$ cat config.mk
export PLATFORM = sky130hd
export DESIGN_NAME = fp_pack
export DESIGN_NICKNAME = d
export VERILOG_FILES = /design/src/rtl/fp_pack.sv
export SDC_FILE = /design/constraint.sdc
export NUM_CORES = 1
export LEC_CHECK = 0
export BUFFER_PORTS_ARGS = -buffer_cell sky130_fd_sc_hd__buf_4
export CORE_ASPECT_RATIO = 0.5
export CORE_UTILIZATION = 57
export CTS_CLUSTER_SIZE = 25
export DETAILED_ROUTE_END_ITERATION = 10
export GPL_TIMING_DRIVEN = 1
export HOLD_SLACK_MARGIN = 0.05
export PLACE_DENSITY = 0.88
export SLEW_MARGIN = 25
export SYNTH_ARGS = -nofsm -noshare
export SYNTH_HDL_FRONTEND = slang
export SYNTH_SLANG_ARGS = --single-unit
$ cat constraint.sdc
create_clock -name clk -period 3.1 [get_ports clk]
set_input_delay 0.93 -clock clk [delete_from_list [all_inputs] [get_ports clk]]
set_output_delay 0.93 -clock clk [all_outputs]
set_load 0.05 [all_outputs]
$ cat src/rtl/fp_pack.sv
`default_nettype none
// ============================================================================
//  Module      : fp_pack
//  Description : Output stage of the FPU datapath. Normalises an unpacked
//                result (biased exponent, significand with explicit hidden
//                bit, sign, special flags), resolves NaN/inf/zero, overflow
//                and underflow, and packs an IEEE-754 word. Two-stage
//                valid/ready pipeline, one result per cycle.
//                Optional build macro FP_PACK_SUBNORMAL_EN: produce
//                subnormals instead of flushing underflows to zero.
//  Revision    : 1.0 - initial release
// ============================================================================
module fp_pack #(
    parameter int FW = 23,
    parameter int EW = 8
) (
    input  logic             clk,
    input  logic             rst,
    input  logic             in_valid,
    output logic             in_ready,
    input  logic [EW-1:0]    exponent,
    input  logic [FW:0]      significant,
    input  logic             sign,
    input  logic             inf,
    input  logic             nan,
    input  logic             zero,
    output logic             out_valid,
    input  logic             out_ready,
    output logic [EW+FW:0]   result,
    output logic             flag_nv,
    output logic             flag_of,
    output logic             flag_uf
);

    localparam int LZW = $clog2(FW + 2);

    // Leading-zero count of the significand; FW+1 when it is all zeros.
    function automatic logic [LZW-1:0] count_lz(input logic [FW:0] v);
        logic [LZW-1:0] n;
        logic           found;
        n     = LZW'(FW + 1);
        found = 1'b0;
        for (int i = FW; i >= 0; i--) begin
            if (!found && v[i]) begin
                n     = LZW'(FW - i);
                found = 1'b1;
            end
        end
        return n;
    endfunction

    // Stage 1 state
    logic             s1_valid_q, s1_valid_d;
    logic [EW-1:0]    s1_exp_q,   s1_exp_d;
    logic [FW:0]      s1_sig_q,   s1_sig_d;
    logic             s1_sign_q,  s1_sign_d;
    logic             s1_inf_q,   s1_inf_d;
    logic             s1_nan_q,   s1_nan_d;
    logic             s1_zero_q,  s1_zero_d;
    logic [LZW-1:0]   s1_lz_q,    s1_lz_d;

    // Stage 2 state
    logic             s2_valid_q, s2_valid_d;
    logic [EW+FW:0]   res_q,      res_d;
    logic             nv_q,       nv_d;
    logic             of_q,       of_d;
    logic             uf_q,       uf_d;

    logic             s2_adv;
    logic [EW:0]      exp_ext;
    logic [EW:0]      lz_ext;
    logic [EW:0]      exp_diff;
    logic [FW-1:0]    norm_frac;
`ifdef FP_PACK_SUBNORMAL_EN
    logic [EW-1:0]    sub_shift;
    logic [FW-1:0]    sub_frac;
`endif

    assign s2_adv    = ~s2_valid_q | out_ready;
    assign in_ready  = ~s1_valid_q | s2_adv;
    assign out_valid = s2_valid_q;
    assign result    = res_q;
    assign flag_nv   = nv_q;
    assign flag_of   = of_q;
    assign flag_uf   = uf_q;

    // Stage 1 next state: capture the bundle and its leading-zero count on accept.
    always_comb begin
        s1_valid_d = s1_valid_q;
        s1_exp_d   = s1_exp_q;
        s1_sig_d   = s1_sig_q;
        s1_sign_d  = s1_sign_q;
        s1_inf_d   = s1_inf_q;
        s1_nan_d   = s1_nan_q;
        s1_zero_d  = s1_zero_q;
        s1_lz_d    = s1_lz_q;
        if (in_ready) begin
            s1_valid_d = in_valid;
            if (in_valid) begin
                s1_exp_d  = exponent;
                s1_sig_d  = significant;
                s1_sign_d = sign;
                s1_inf_d  = inf;
                s1_nan_d  = nan;
                s1_zero_d = zero;
                s1_lz_d   = count_lz(significant);
            end
        end
    end

    // Exponent arithmetic is one bit wider than the field so it cannot wrap.
    assign exp_ext   = {1'b0, s1_exp_q};
    assign lz_ext    = (EW+1)'(s1_lz_q);
    assign exp_diff  = exp_ext - lz_ext;
    assign norm_frac = FW'(s1_sig_q << s1_lz_q);
`ifdef FP_PACK_SUBNORMAL_EN
    // Subnormal scale uses max(exponent,1)-1, so exponent 0 shifts by zero.
    assign sub_shift = (s1_exp_q == '0) ? '0 : s1_exp_q - EW'(1);
    assign sub_frac  = FW'(s1_sig_q << sub_shift);
`endif

    // Stage 2 next state: classify and pack in priority order when stage 2 advances.
    always_comb begin
        s2_valid_d = s2_valid_q;
        res_d      = res_q;
        nv_d       = nv_q;
        of_d       = of_q;
        uf_d       = uf_q;
        if (s2_adv) begin
            s2_valid_d = s1_valid_q;
            if (s1_valid_q) begin
                nv_d = 1'b0;
                of_d = 1'b0;
                uf_d = 1'b0;
                if (s1_nan_q) begin
                    res_d = {1'b0, {EW{1'b1}}, 1'b1, {(FW-1){1'b0}}};
                    nv_d  = 1'b1;
                end else if (s1_inf_q) begin
                    res_d = {s1_sign_q, {EW{1'b1}}, {FW{1'b0}}};
                end else if (s1_zero_q || (s1_sig_q == '0)) begin
                    res_d = {s1_sign_q, {EW{1'b0}}, {FW{1'b0}}};
                end else if (s1_exp_q == {EW{1'b1}}) begin
                    res_d = {s1_sign_q, {EW{1'b1}}, {FW{1'b0}}};
                    of_d  = 1'b1;
                end else if (exp_ext > lz_ext) begin
                    res_d = {s1_sign_q, EW'(exp_diff), norm_frac};
                end else begin
`ifdef FP_PACK_SUBNORMAL_EN
                    res_d = {s1_sign_q, {EW{1'b0}}, sub_frac};
                    uf_d  = (sub_frac == '0);
`else
                    res_d = {s1_sign_q, {EW{1'b0}}, {FW{1'b0}}};
                    uf_d  = 1'b1;
`endif
                end
            end
        end
    end

    // Pipeline registers; reset discards both in-flight results.
    always_ff @(posedge clk or posedge rst) begin
        if (rst) begin
            s1_valid_q <= 1'b0;
            s1_exp_q   <= '0;
            s1_sig_q   <= '0;
            s1_sign_q  <= 1'b0;
            s1_inf_q   <= 1'b0;
            s1_nan_q   <= 1'b0;
            s1_zero_q  <= 1'b0;
            s1_lz_q    <= '0;
            s2_valid_q <= 1'b0;
            res_q      <= '0;
            nv_q       <= 1'b0;
            of_q       <= 1'b0;
            uf_q       <= 1'b0;
        end else begin
            s1_valid_q <= s1_valid_d;
            s1_exp_q   <= s1_exp_d;
            s1_sig_q   <= s1_sig_d;
            s1_sign_q  <= s1_sign_d;
            s1_inf_q   <= s1_inf_d;
            s1_nan_q   <= s1_nan_d;
            s1_zero_q  <= s1_zero_d;
            s1_lz_q    <= s1_lz_d;
            s2_valid_q <= s2_valid_d;
            res_q      <= res_d;
            nv_q       <= nv_d;
            of_q       <= of_d;
            uf_q       <= uf_d;
        end
    end

endmodule
`default_nettype wire

==> impl_summary.md <==
Outcome
The run finished with clean final reports.

Clocking
The total CTS buffers is 9. The CTS tree is yes. At the later pin of the worst-skew pair, clock insertion delay measures 0.34 ns. The root buffer cell chosen for the clock tree is sky130_fd_sc_hd__clkbuf_16. The clock slew seen by the registers of the worst setup and hold paths is 0.06 ns. The number of cells upsized or downsized after cts is 0. The hold-fix buffer count after cts is 0. The post-CTS setup buffer count is 0. The clock passes through at most 2 buffers.

The H-tree generated during clock tree synthesis spans 3 levels. Clock tree synthesis found a total of 78 sinks.

Worst setup path
The setup check on the worst reg-to-reg path leaves a slack of 0.54 ns. The critical path is of the register to register type. Walking the worst path, the cells encountered are clkinv_1, ha_1, o21ai_0, o21ai_1, and2_1, buf_4, nand2_1, a221oi_1. Data on the critical path is required at its endpoint by 3.31 ns. The slowest stage of the critical path belongs to the cell sky130_fd_sc_hd__dfrtp_1.

The startpoint identified for the worst register-to-register timing path is s1_lz_q[4]$_DFFE_PP0P_. The count of buffering cells on the critical path with inverters included is 2. The element type at the critical path start is a register.

The maximum fanout encountered on the critical timing path is 8. The worst register-to-register path ends at result[30]$_DFFE_PP0P_. The launching element of the worst setup path is s1_lz_q[4]$_DFFE_PP0P_. In this design, the largest share of critical-path delay is due to compound AO/OA/AOI/OAI gates.

Following the worst setup path forward leads to its endpoint at result[30]$_DFFE_PP0P_. Data on the critical path arrives at its endpoint at 2.77 ns. The largest stage delay on the critical path is 0.52 ns. The total number of cells along the worst setup path is 8.

The type of destination of the critical path is a register. The logic depth of the worst register-to-register path is 8.

Final layout
The net total in the final layout is 627. Registers take 0.001952 mm2. The final cell count without fillers is 692. In the final layout, the multi-input gates occupy 0.002494 mm2. The area growth from synthesis to layout is 21.94%. The final instance area is 0.005668 mm2. The number of fillers in the final layout is 539. The share of post-route cells with drive strength above 1 is 0.2260. The number of diodes is 0.

Die
The initial utilization of the core area, before any placement, comes to 0.6118. In this run the standard cell core region covers 0.007597 mm2. In this run the core area contains 22 standard-cell rows.

The area enclosed by the die boundary is 0.008542 mm2. The die height is 65.86 um. 77 I/O pins were placed. The die width is 129.7 um.

Logic synthesis
The register bit count reported by yosys is 78. The leading register cell type out of synthesis is sky130_fd_sc_hd__dfrtp_1. The count of unique library cells instantiated by Yosys is 64.

The number of cells produced by synthesis is 505. In this run the cell area of the synthesized design comes to 0.004648 mm2. For this run, the number of Yosys warnings is 0.

The average cell area after synthesis is 9.204 um2. The share of the synthesized area in the top cell type is 0.4199. The sequential-to-total area share from yosys stat is 0.4199. When the netlist entered floorplanning its net count stood at 551.

Counting flops with a built-in enable in the synthesized netlist gives 0. Summed over all instances, the cell type with the most area after synthesis is sky130_fd_sc_hd__dfrtp_1. In the post-synthesis netlist, the biggest area contributors are sky130_fd_sc_hd__dfrtp_1 (42%), sky130_fd_sc_hd__nand2_1 (10%), sky130_fd_sc_hd__mux2i_1 (4.5%). The fraction of synthesis flops using an asynchronous set or reset pin is 1.000.

Placement
The post-detailed-placement half-perimeter wirelength is 9000 um. The total instance count after detailed placement is 678. The placed instances occupy a cell area of 0.005356 mm2. The count of buffers inserted at the top-level ports is 76. Routability-driven placement finished with a final weighted congestion of 0.9386.

STA
Setup violations remaining at the end of the flow were counted as 0. The final-report hold violation count is 0. Setup repair after global routing left no endpoint under its margin. The final count of pins violating max slew is 0. Summed over all failing endpoints, the final setup total negative slack is 0 ns.

Hold timing on the final database bottoms out at a slack of 0.4828 ns. Static timing analysis puts the maximum clock frequency at 390.7 MHz. At the pin with the least slew margin, the transition time is 0.6118 ns.

The worst path in the final design needs a cycle of 2.560 ns, including I/O delays and setup. The worst slew margin relative to its limit is 0.5884. The worst-case clock skew is 0.005507 ns. Of the available clock period, the critical path in the final layout requires 0.8257.

Power and ir drop
The share of total power dissipated in the clock network is 0.296. Internal power comes to 2393 uW. The leakage component of the power is 0.002710 uW. Of the total power, the share spent switching nets is 0.3645. Of the total power, registers draw 0.349.

The power per cell area is 664.5 mW/mm2. The total power draw is 3766 uW. The net switching power is 1373 uW.

VDD sags by at most 0.3649 mV. The combinational group share of total power is 0.354.

Worst hold path
The startpoint identified for the worst hold timing path is result[31]$_DFFE_PP0P_. The worst hold path class is register to register.

Detailed routing
The first-pass iteration count of the detailed router is 5. The violation count after the first detailed-route iteration is 495. For this run, design rule violations remaining after detail routing come to 0. In the routed layout, each cell is associated on average with a via count of 6.160. The detailed-route wire length per cell is 18.02 um. The number of vias after detailed routing is 4263. In this run the remaining antenna-violating nets after routing total 0. The final layout contains routed wiring with a total length of 12470 um.

Global route
The global-route congestion overflow total is 0. The first global-routing pass estimated 20480 um of wire. The initial antenna violation count came to 0. The global-route usage over all layers is 0.3244.

The largest net degree at the start of global routing is 79. The number of global-route vias before repair is 3938.

Job
Across the run, the number of max-cap violations was 0.
-- per-layer routing --
metal	track usage	vias up	wire length [um]
met5	0	-	0
met4	0.08721	0	115
met3	0.08414	11	1267
met2	0.4840	263	5381
met1	0.4693	2021	5708
li1	-	1968	-
-- cell usage after synthesis (3+ instances only) --
master	n
sky130_fd_sc_hd__a22oi_1	3
sky130_fd_sc_hd__ha_1	5
sky130_fd_sc_hd__a211oi_1	4
sky130_fd_sc_hd__mux4_1	7
sky130_fd_sc_hd__a21o_1	3
sky130_fd_sc_hd__nor3_1	12
sky130_fd_sc_hd__mux4_2	5
sky130_fd_sc_hd__inv_1	15
sky130_fd_sc_hd__nand3_1	3
sky130_fd_sc_hd__a22o_1	8
sky130_fd_sc_hd__nand3b_1	3
sky130_fd_sc_hd__nand2_1	128
sky130_fd_sc_hd__nand2b_1	6
sky130_fd_sc_hd__buf_2	3
sky130_fd_sc_hd__mux2_2	12
sky130_fd_sc_hd__or2_2	4
sky130_fd_sc_hd__o21ai_0	29
sky130_fd_sc_hd__buf_6	4
sky130_fd_sc_hd__nor4_1	11
sky130_fd_sc_hd__o31a_1	3
sky130_fd_sc_hd__dfrtp_1	78
sky130_fd_sc_hd__mux2i_1	21
sky130_fd_sc_hd__a32o_1	9
sky130_fd_sc_hd__a21oi_1	16
sky130_fd_sc_hd__clkbuf_1	17
sky130_fd_sc_hd__nand4_1	4
sky130_fd_sc_hd__a31oi_1	5
sky130_fd_sc_hd__o21a_1	5
sky130_fd_sc_hd__o22ai_1	4
sky130_fd_sc_hd__and2_1	3
sky130_fd_sc_hd__nor2_1	34
sky130_fd_sc_hd__nor2b_1	3
-- cells in the final DEF, fill, tap and decap left out, types with 5 or more instances in the layout --
master                      instances
sky130_fd_sc_hd__ha_1               5
sky130_fd_sc_hd__mux4_1             7
sky130_fd_sc_hd__o21ai_0           29
sky130_fd_sc_hd__dfrtp_1           78
sky130_fd_sc_hd__nor3_1            12
sky130_fd_sc_hd__o21a_1             5
sky130_fd_sc_hd__nand2_1          128
sky130_fd_sc_hd__nand2b_1           6
sky130_fd_sc_hd__a32o_1             9
sky130_fd_sc_hd__inv_1             14
sky130_fd_sc_hd__mux4_2             5
sky130_fd_sc_hd__a31oi_1            5
sky130_fd_sc_hd__nor4_1            11
sky130_fd_sc_hd__mux2i_1           21
sky130_fd_sc_hd__a22o_1             8
sky130_fd_sc_hd__a21oi_1           16
sky130_fd_sc_hd__clkbuf_16          9
sky130_fd_sc_hd__nor2_1            34
sky130_fd_sc_hd__buf_4             89
sky130_fd_sc_hd__mux2_2            12
-- worst min path at each step --
stage	end	slack [ns]	cells after the start
after floorplan	s1_sign_q$_DFFE_PP0P_	0.45	2
after global placement	result[31]$_DFFE_PP0P_	0.46	2
after detailed placement	result[31]$_DFFE_PP0P_	0.47	2
after CTS	result[31]$_DFFE_PP0P_	0.49	2
after global routing	result[4]$_DFFE_PP0P_	0.50	1
final	result[31]$_DFFE_PP0P_	0.48	2
-- state kept, by name (all words and copies together) (netlist names), 5 cells and up --
name	flops
s1_lz_q	5
result	32
s1_sig_q	24
s1_exp_q	8
-- stage by stage --
stage,utilization,setup WS (ns)
final,0.7460,0.5402
after global routing,0.7460,0.3935
after CTS,0.7460,0.5749
after detailed placement,0.7050,0.4328
after global placement,0.7050,0.5905
after floorplan,-,0.1750
-- layout make-up --
cell class / count / area share
clock buffers: 10 / 0.04216
clock inverters: 4 / 0.01280
inverters: 18 / 0.01192
multi-input cells: 383 / 0.4400
flip-flops and latches: 78 / 0.3444
well taps: 108 / 0.02384
repair buffers: 91 / 0.1249
-- power groups by stage --
stage,combinational [uW],sequential [uW],clock [uW]
global route,1430,1330,1170
floorplan,665,1560,0
CTS,1320,1310,1130
finish,1330,1320,1120
detailed placement,1300,1330,0
global placement,1280,1320,0
-- cell families after synthesis --
kind of cell,Yosys count,synth area share
adder cells (fa/ha/maj),6,0.01777
multiplexers,46,0.1413
AO/OA/AOI/OAI,110,0.1629
flip-flops,78,0.4199
buffers and inverters,44,0.04360
XOR/XNOR,2,0.003769
AND/OR/NAND/NOR,219,0.2108
-- worst register-to-register path, stage by stage, from the launching register on --
cell	delay, ns
sky130_fd_sc_hd__dfrtp_1	0.52
sky130_fd_sc_hd__clkinv_1	0.28
sky130_fd_sc_hd__ha_1	0.49
sky130_fd_sc_hd__o21ai_0	0.16
sky130_fd_sc_hd__o21ai_1	0.19
sky130_fd_sc_hd__and2_1	0.18
sky130_fd_sc_hd__buf_4	0.16
sky130_fd_sc_hd__nand2_1	0.08
sky130_fd_sc_hd__a221oi_1	0.37
(Power assumes the default switching activity.)
